<file path="src/rtl/menu_pkg.sv">
// -----------------------------------------------------------------------------
// menu_pkg
// Shared constants and small arithmetic helpers for the menu controller.
//   - Menu state encoding (this value drives toggle_menu directly).
//   - MAIN menu row indices.
//   - Colour channel count and wrap helpers for select_color / GRAPH_STATE.
// -----------------------------------------------------------------------------
package menu_pkg;

  localparam logic [1:0] MENU_OFF    = 2'd0;
  localparam logic [1:0] MENU_MAIN   = 2'd1;
  localparam logic [1:0] MENU_COLOUR = 2'd2;

  localparam logic [1:0] ROW_HEADER  = 2'd0;
  localparam logic [1:0] ROW_COLOUR  = 2'd1;
  localparam logic [1:0] ROW_EXIT    = 2'd2;
  localparam logic [1:0] ROW_GRAPH   = 2'd3;

  localparam logic [1:0] NUM_COLOR_CH = 2'd3;

  // Graph mode step up; the sum is formed at 6 bits so NUM_GRAPHS=32 wraps too.
  function automatic logic [4:0] graph_inc(input logic [4:0] g, input int unsigned n);
    logic [5:0] nxt;
    logic [5:0] lim;
    lim = n[5:0];
    nxt = {1'b0, g} + 6'd1;
    return (nxt >= lim) ? 5'd0 : nxt[4:0];
  endfunction

  function automatic logic [4:0] graph_dec(input logic [4:0] g, input int unsigned n);
    logic [4:0] top;
    top = 5'(n - 1);
    return (g == 5'd0) ? top : g - 5'd1;
  endfunction

  function automatic logic [1:0] color_inc(input logic [1:0] c);
    return (c == NUM_COLOR_CH - 2'd1) ? 2'd0 : c + 2'd1;
  endfunction

  function automatic logic [1:0] color_dec(input logic [1:0] c);
    return (c == 2'd0) ? NUM_COLOR_CH - 2'd1 : c - 2'd1;
  endfunction

endpackage

</file>
<file path="src/rtl/menu_controller_btn_debounce.sv">
// -----------------------------------------------------------------------------
// btn_debounce
// One pushbutton input path: 2-flop synchroniser, counting debouncer and a
// one-cycle press strobe on each accepted 0->1 transition.
// Ports:
//   clk    - slow_clock domain
//   reset  - synchronous, active-high
//   btn    - raw asynchronous, bouncy button
//   level  - debounced button level
//   press  - 1-cycle strobe, registered, on a qualified debounced rising edge
// Parameters:
//   DEBOUNCE_CYCLES - stable cycles needed before the level flips (1..255)
// -----------------------------------------------------------------------------
module btn_debounce #(
  parameter int DEBOUNCE_CYCLES = 4
) (
  input  logic clk,
  input  logic reset,
  input  logic btn,
  output logic level,
  output logic press
);

  localparam logic [7:0] LAST = 8'(DEBOUNCE_CYCLES - 1);

  logic       sync1;
  logic       sync2;
  logic [7:0] cnt;
  logic [1:0] warm_q;
  logic       armed;
  logic       flip;

  assign flip = (sync2 != level) && (cnt == LAST);

  // armed: a press only counts once the button has been seen released after
  // reset. warm_q waits out the synchroniser so its reset zeros are not taken
  // as a real release of a button that was held through reset.
  always_ff @(posedge clk) begin
    if (reset) begin
      sync1  <= 1'b0;
      sync2  <= 1'b0;
      cnt    <= 8'd0;
      level  <= 1'b0;
      press  <= 1'b0;
      warm_q <= 2'b00;
      armed  <= 1'b0;
    end else begin
      sync1  <= btn;
      sync2  <= sync1;
      warm_q <= {warm_q[0], 1'b1};
      if (sync2 != level) begin
        if (flip) begin
          level <= ~level;
          cnt   <= 8'd0;
        end else begin
          cnt <= cnt + 8'd1;
        end
      end else begin
        cnt <= 8'd0;
      end
      armed <= armed | (warm_q[1] & ~sync2 & ~level);
      press <= flip & ~level & armed;
    end
  end

endmodule

</file>
<file path="src/rtl/menu_controller.sv">
// -----------------------------------------------------------------------------
// menu_controller
// Turns five raw pushbuttons into the menu state consumed by the VGA menu
// renderer. The FSM state is toggle_menu itself (OFF / MAIN / COLOUR).
// Ports:
//   slow_clock, reset (sync, active-high)
//   btn_up, btn_down, btn_left, btn_right, btn_centre - raw buttons
//   toggle_menu  [1:0] - 0 OFF, 1 MAIN, 2 COLOUR
//   select_wave  [1:0] - highlighted MAIN row
//   select_color [1:0] - colour channel under edit (0..2)
//   GRAPH_STATE  [4:0] - graph mode, always < NUM_GRAPHS
//   left, right        - 1-cycle step pulses to the colour editor (COLOUR only)
// Optional build macro: MENU_AUTOREPEAT_EN - held left/right generate repeat
//   events after REPEAT_DELAY cycles, then every REPEAT_CYCLES cycles.
// Event strobes are single-cycle; no back-pressure exists anywhere.
// -----------------------------------------------------------------------------
module menu_controller
  import menu_pkg::*;
#(
  parameter int DEBOUNCE_CYCLES = 4,
  parameter int NUM_GRAPHS      = 20,
  parameter int REPEAT_DELAY    = 8,
  parameter int REPEAT_CYCLES   = 4
) (
  input  logic       slow_clock,
  input  logic       reset,
  input  logic       btn_up,
  input  logic       btn_down,
  input  logic       btn_left,
  input  logic       btn_right,
  input  logic       btn_centre,
  output logic [1:0] toggle_menu,
  output logic [1:0] select_wave,
  output logic [1:0] select_color,
  output logic [4:0] GRAPH_STATE,
  output logic       left,
  output logic       right
);

  // Index order: [4] centre, [3] up, [2] down, [1] left, [0] right
  logic [4:0] raw;
  logic [4:0] lvl;
  logic [4:0] prs;
  logic       ev_c, ev_u, ev_d, ev_l, ev_r;

  assign raw = {btn_centre, btn_up, btn_down, btn_left, btn_right};

  for (genvar i = 0; i < 5; i++) begin : g_btn
    btn_debounce #(.DEBOUNCE_CYCLES(DEBOUNCE_CYCLES)) u_db (
      .clk   (slow_clock),
      .reset (reset),
      .btn   (raw[i]),
      .level (lvl[i]),
      .press (prs[i])
    );
  end

`ifdef MENU_AUTOREPEAT_EN
  logic [1:0] rpt;
  wire        unused_lvl = ^lvl[4:2];

  // Repeat timers for left [1] and right [0]. The counter restarts at 1 on
  // the press strobe and on each synthetic event; the first interval is
  // REPEAT_DELAY, later ones REPEAT_CYCLES.
  for (genvar i = 0; i < 2; i++) begin : g_rpt
    logic [7:0] cnt;
    logic       active;
    logic       first;

    assign rpt[i] = active && lvl[i] &&
                    (cnt == (first ? 8'(REPEAT_DELAY) : 8'(REPEAT_CYCLES)));

    always_ff @(posedge slow_clock) begin
      if (reset || !lvl[i]) begin
        active <= 1'b0;
        first  <= 1'b0;
        cnt    <= 8'd0;
      end else if (prs[i]) begin
        active <= 1'b1;
        first  <= 1'b1;
        cnt    <= 8'd1;
      end else if (active) begin
        if (rpt[i]) begin
          first <= 1'b0;
          cnt   <= 8'd1;
        end else begin
          cnt <= cnt + 8'd1;
        end
      end
    end
  end

  assign ev_l = prs[1] | rpt[1];
  assign ev_r = prs[0] | rpt[0];
`else
  wire unused_lvl     = ^lvl;
  wire unused_rpt_cfg = (REPEAT_DELAY > 0) ^ (REPEAT_CYCLES > 0);

  assign ev_l = prs[1];
  assign ev_r = prs[0];
`endif

  assign ev_c = prs[4];
  assign ev_u = prs[3];
  assign ev_d = prs[2];

  // Single FSM; the if/else chain is the arbitration, so only the
  // highest-priority event in a cycle has any effect.
  always_ff @(posedge slow_clock) begin
    if (reset) begin
      toggle_menu  <= MENU_OFF;
      select_wave  <= ROW_HEADER;
      select_color <= 2'd0;
      GRAPH_STATE  <= 5'd0;
      left         <= 1'b0;
      right        <= 1'b0;
    end else begin
      left  <= 1'b0;
      right <= 1'b0;
      if (ev_c) begin
        case (toggle_menu)
          MENU_OFF: begin
            toggle_menu <= MENU_MAIN;
            select_wave <= ROW_HEADER;
          end
          MENU_MAIN: begin
            if (select_wave == ROW_COLOUR)    toggle_menu <= MENU_COLOUR;
            else if (select_wave == ROW_EXIT) toggle_menu <= MENU_OFF;
          end
          MENU_COLOUR: begin
            toggle_menu <= MENU_MAIN;
            select_wave <= ROW_COLOUR;
          end
          default: toggle_menu <= MENU_OFF;
        endcase
      end else if (ev_u) begin
        // 2-bit row index wraps 0->3 on its own
        if (toggle_menu == MENU_MAIN)        select_wave  <= select_wave - 2'd1;
        else if (toggle_menu == MENU_COLOUR) select_color <= color_dec(select_color);
      end else if (ev_d) begin
        if (toggle_menu == MENU_MAIN)        select_wave  <= select_wave + 2'd1;
        else if (toggle_menu == MENU_COLOUR) select_color <= color_inc(select_color);
      end else if (ev_l) begin
        if (toggle_menu == MENU_MAIN && select_wave == ROW_GRAPH)
          GRAPH_STATE <= graph_dec(GRAPH_STATE, NUM_GRAPHS);
        else if (toggle_menu == MENU_COLOUR)
          left <= 1'b1;
      end else if (ev_r) begin
        if (toggle_menu == MENU_MAIN && select_wave == ROW_GRAPH)
          GRAPH_STATE <= graph_inc(GRAPH_STATE, NUM_GRAPHS);
        else if (toggle_menu == MENU_COLOUR)
          right <= 1'b1;
      end
    end
  end

endmodule

</file>
<file path="config.mk">
export PLATFORM = sky130hd
export DESIGN_NAME = menu_controller
export DESIGN_NICKNAME = d
export VERILOG_FILES = /design/src/rtl/menu_pkg.sv /design/src/rtl/menu_controller_btn_debounce.sv /design/src/rtl/menu_controller.sv
export SDC_FILE = /design/constraint.sdc
export NUM_CORES = 1
export LEC_CHECK = 0
export ABC_AREA = 1
export CORE_MARGIN = 1
export CORE_UTILIZATION = 60
export CTS_CLUSTER_SIZE = 10
export DETAILED_ROUTE_END_ITERATION = 8
export PLACE_DENSITY = 0.88
export SETUP_SLACK_MARGIN = 0.3
export SLEW_MARGIN = 20
export SYNTH_ARGS = -nofsm -noshare
export SYNTH_HDL_FRONTEND = slang
export SYNTH_HIERARCHICAL = 1
export SYNTH_SLANG_ARGS = --single-unit
</file>
<file path="constraint.sdc">
create_clock -name slow_clock -period 2 [get_ports slow_clock]
set_clock_uncertainty 0.15 [all_clocks]
set_input_delay 0.5 -clock slow_clock [delete_from_list [all_inputs] [get_ports slow_clock]]
set_output_delay 0.5 -clock slow_clock [all_outputs]
set_load 0.01 [all_outputs]
</file>
== Word-level counts from Yosys, hierarchy flattened ==
Index checks and enable logic that the tools add are counted.

* Bits in registers: 88
* Input bits: 7
* Output and inout port bits: 13

* $add $sub $neg: 11
* $lt $le $gt $ge: 1
* Equal/unequal tests: 26
* Muxes and demuxes: 30
* Bitwise gates (word level): 45
* Reduce and logical (&&, ||, !) cells: 29

{| class="wikitable"
|+ Operators with widths
! operator !! count
|-
| $add A8 B1 Y8 const B || 5
|-
| $eq A8 B2 Y1 const B || 5
|-
| $mux W2 || 15
|-
| $mux W5 || 6
|-
| $and A1 B1 Y1 || 20
|-
| $not A1 Y1 || 20
|-
| $reduce_or A3 Y1 || 5
|-
| $ne A2 B2 Y1 const B || 6
|-
| $reduce_and A2 Y1 || 6
|-
| $reduce_and A6 Y1 || 2
|-
| $eq A2 B2 Y1 const B || 4
|-
| $pmux W2 S2 || 2
|-
| $mux W1 || 7
|-
| $add A5 B1 Y6 const B || 1
|-
| $ge A6 B5 Y1 const B || 1
|-
| $logic_and A1 B1 Y1 || 6
|-
| $ne A3 B2 Y1 const B || 2
|-
| $ne A3 B3 Y1 const B || 2
|-
| $reduce_or A6 Y1 || 1
|-
| $logic_not A5 Y1 || 1
|-
| $ne A1 B1 Y1 || 5
|-
| $or A1 B1 Y1 || 5
|-
| $reduce_or A5 Y1 || 1
|-
| $sub A5 B1 Y5 const B || 1
|-
| 8 further kinds || 13
|}

== Depth between registers and ports, before layout ==
* Word-level depth: 6
* Mapped depth: 8

== Cells and area by module ==
Netlist, hierarchy kept.

{| class="wikitable"
|+ By module, submodules not included
! module !! instances !! cells an instance !! area each (um^2)
|-
| btn_debounce || 5 || 77 || 595.6
|-
| menu_controller || 1 || 140 || 918.4
|}

== Least setup slack after synthesis ==
OpenSTA, ideal clock, no wires.

* Path kind: register to register
* From: register GRAPH_STATE[0]
* To: register GRAPH_STATE[0]
* Data arrival time: 1.240 ns
* Data required time: 1.738 ns
* Setup slack: 0.498 ns
* Cell stages (with the launch flop): 9
* Cell sequence: dfxtp_1 > inv_1 > ha_1 > nand3_1 > nor2_1 > nor2_1 > nand2_1 > nand2_1 > nor2_1

* Cells in the longest elaborated chain, start to end: 6

{| class="wikitable"
|+ Ends and longest elaborated chain
! item !! line !! source
|-
| start: declaration || menu_controller.sv:35 || <nowiki>output logic [4:0] GRAPH_STATE,</nowiki>
|-
| start signal: assignment || menu_controller.sv:145 || <nowiki>GRAPH_STATE <= graph_dec(GRAPH_STATE, NUM_GRAPHS);</nowiki>
|-
| start signal: assignment || menu_controller.sv:150 || <nowiki>GRAPH_STATE <= graph_inc(GRAPH_STATE, NUM_GRAPHS);</nowiki>
|-
| $add A5 B1 Y6 || menu_pkg.sv:26 || <nowiki>nxt = {1'b0, g} + 6'd1;</nowiki>
|-
| $ge A6 B5 Y1 || menu_pkg.sv:27 || <nowiki>return (nxt >= lim) ? 5'd0 : nxt[4:0];</nowiki>
|-
| $mux W5 || menu_pkg.sv:27 ||
|-
| $mux W5 || menu_controller.sv:149 || <nowiki>if (toggle_menu == MENU_MAIN && select_wave == ROW_GRAPH)</nowiki>
|-
| $mux W5 || menu_controller.sv:148 || <nowiki>end else if (ev_r) begin</nowiki>
|-
| $mux W5 (*) || menu_controller.sv:143 || <nowiki>end else if (ev_l) begin</nowiki>
|}

Every way passes the cells marked *; elsewhere a longest branch is shown, timed or not. The select of a mux whose other input is x is not followed.
A chain may end at the register's enable or synchronous reset.

== Final worst setup path ==
* From: register select_wave[0]
* To: output select_wave[0]

{| class="wikitable"
|+ RTL lines
! item !! line !! source
|-
| start: declaration || menu_controller.sv:33 || <nowiki>output logic [1:0] select_wave,</nowiki>
|-
| start signal: assignment || menu_controller.sv:138 || <nowiki>if (toggle_menu == MENU_MAIN) select_wave <= select_wave - 2'd1;</nowiki>
|-
| start signal: assignment || menu_controller.sv:141 || <nowiki>if (toggle_menu == MENU_MAIN) select_wave <= select_wave + 2'd1;</nowiki>
|}

No word-level cell between the ends.

==> impl_metrics.ini <==
[sta]
fin_tns_setup_ns = 0
max_freq_mhz = 607.4
hold_violations = 0
slew_headroom = 0.7537
fin_crit_sh = 0.8231
rsz0062_at_grt = false
whs_ns = 0.2473
worst_pin_slew_ns = 0.3667
final_max_slew_viol_count = 0
setup_viol = 0
min_period_ns = 1.646

[global_route]
antenna_found_initial = 0
grt_usage = 0.2515
grt_overflow = 0
grt_first_pass_wirelength_um = 12790
grt_pass1_vias = 3086
grt_max_degree = 16

[min_path]
whs_path_depth = 2
hold_path_class = reg -> reg

[placed_design]
gp_congestion = 0.8625
postPlaceCellArea_um2 = 4208
place_hpwl_um = 5181
dp.cells = 622
portBuffers = 19

[detailed_routing]
wl_per_cell_um = 11.63
drt_first_pass_iters = 4
via_count = 3256
dr.first_iter.drc_count = 185
routed_wl_um = 7419
vias_per_cell = 5.103
drc = 0
antenna_left = 0

[clocking]
numCtsBuffers = 9
cts-root-buf = clkbuf_8
clock_path_buffers = 2
cts_tree = done
worst_skew_pair.late_latency_ns = 0.36
clk_pin_slew_ns = 0.09
cts_hold_buf = 0
htreeDepth = 3
clkSinkCount = 88

[layout]
fillers = 458
layout-drive-gt1-share = 0.1279
antennaDiodeCount = 0
nets = 577
area_growth_pct = 13.94
fin_area_um2 = 4439
regArea_um2 = 1772
multi_input_area_um2 = 1750
fin_cells = 638

[status]
outcome = finished clean

[synthesis]
ys_seq_area_frac = 0.4522
synth_area_um2 = 3896
avgSynthCellArea_um2 = 7.421
syn_nets = 544
synth.distinct_cells = 26
synth_top_area_share = 0.4522
ys_warn_count = 6
synthTopCellsByArea = dfxtp_1, nand2_1, nor2_1
yosysTopAreaCell = dfxtp_1
ys_ff_latch = 88
netlist_instances = 525

[floorplan]
pin_count = 20
placementRows = 28
core_region_area_um2 = 6096
die_h_um = 82.59
initial_core_util = 0.6392
die_x_um = 82.59
dieArea_um2 = 6820

[setup_path]
cp_max_fo = 5
cpPeakStageDelay_ns = 0.39
path_depth = 1
critPathTopFamily = flip-flops
required_ns = 1.35
cp_cell_sequence = clkdlybuf4s15_1
cp.arrival_ns = 1.00
r2r_setup_slack_ns = 0.46
endpoint_kind = primary output
cp_slowest_cell = dfxtp_2
crit_buf_inv = 1
critPathLaunchType = flop
crit_type = reg -> out
r2r_cells = 8

[pwr]
p_leak_nw = 1.956
peakVddDrop_uv = 611.3
cellPowerDensity_nw_per_um2 = 732.3

[run]
maxCapViolCount = 0
-- power by group --
part           internal (W)  switching, W
Clock              0.000744      0.000633
Combinational     0.0000330     0.0000470
Sequential          0.00178     0.0000133
-- per-stage QoR --
stage	worst slack (ns)	power [W]	utilization
detailed placement	0.1236	0.001914	0.6903
floorplan	0.4979	0.001871	-
finish	0.3537	0.003251	0.7282
global route	0.3027	0.003347	0.7282
global placement	0.1769	0.001909	0.6903
CTS	0.04510	0.003268	0.7276
-- area by class of cell --
cell class                      count  share of cell area
Inverter                           96             0.08117
Multi-Input combinational cell    338              0.3943
Tap cell                           75             0.02114
Clock inverter                      6             0.02057
Sequential cell                    88              0.3991
Clock buffer                       10             0.03100
Timing Repair Buffer               25             0.05271
-- layout by cell type, fill, tap and decap left out, types with 6 or more instances in the layout --
| cell | Yosys | routed |
|---|---|---|
| nand3_1 | 33 | 33 |
| o21ai_0 | 6 | 6 |
| nor2_1 | 87 | 87 |
| ha_1 | 12 | 11 |
| dfxtp_1 | 88 | 82 |
| xor2_1 | 11 | 11 |
| nand2_1 | 103 | 103 |
| dlygate4sd2_1 | 0 | 6 |
| clkbuf_8 | 0 | 10 |
| nor2_2 | 17 | 17 |
| a21oi_1 | 17 | 16 |
| nand4_1 | 13 | 13 |
| xnor2_1 | 16 | 16 |
| inv_2 | 11 | 11 |
| clkdlybuf4s50_1 | 0 | 6 |
| inv_1 | 85 | 85 |
| nand3_2 | 6 | 6 |
-- repair_timing --
item	4_1_cts	5_1_grt
setup buffers	0	0
gates resized for setup	22	9
setup endpoints to repair	13	8
pin swaps	0	1
-- layer usage --
metal,track usage,routed length (µm),up-vias
li1,-,-,1687
met1,0.2701,3268,1486
met2,0.4488,3694,62
met3,0.05385,224,21
met4,0.1552,232,0
met5,0,0,-
-- Yosys cell counts (all sizes together) --
library cell	number
o31ai	5
xor2	11
nand3	39
nand4	13
nor3	2
nor2	104
o22ai	1
or2	2
buf	3
dfxtp	88
nand2	105
a21oi	18
ha	12
xnor2	16
a31oi	2
nor4	1
a211oi	1
o21ai	6
inv	96
-- final timing paths --
check	startpoint	to
hold / removal	g_btn[0].u_db/warm_q[0]	g_btn[0].u_db/warm_q[1]
setup / recovery	select_wave[0]	select_wave[0]
hold reg to reg	g_btn[0].u_db/warm_q[0]	g_btn[0].u_db/warm_q[1]
setup reg to reg	select_wave[1]	GRAPH_STATE[0]
-- cells by family (layout without fill, tap and decap cells) --
group	Yosys count	in the layout	share of synthesized area
DFF	88	88	0.4522
buffers and inverters	99	137	0.1002
adders and majority gates	12	12	0.03853
AOI/OAI and AO/OA	33	33	0.04817
xor gates and xnor gates	27	27	0.06069
and+or+nand+nor	266	266	0.3003
-- state kept, by name, summed over array words and instances (netlist names) --
name               cells
g_btn.u_db/armed       5
GRAPH_STATE            5
toggle_menu            2
g_btn.u_db/level       5
select_color           2
g_btn.u_db/press       5
g_btn.u_db/warm_q     10
g_btn.u_db/cnt        40
right                  1
select_wave            2
g_btn.u_db/sync1       5
left                   1
g_btn.u_db/sync2       5
(Power assumes the default switching activity.)
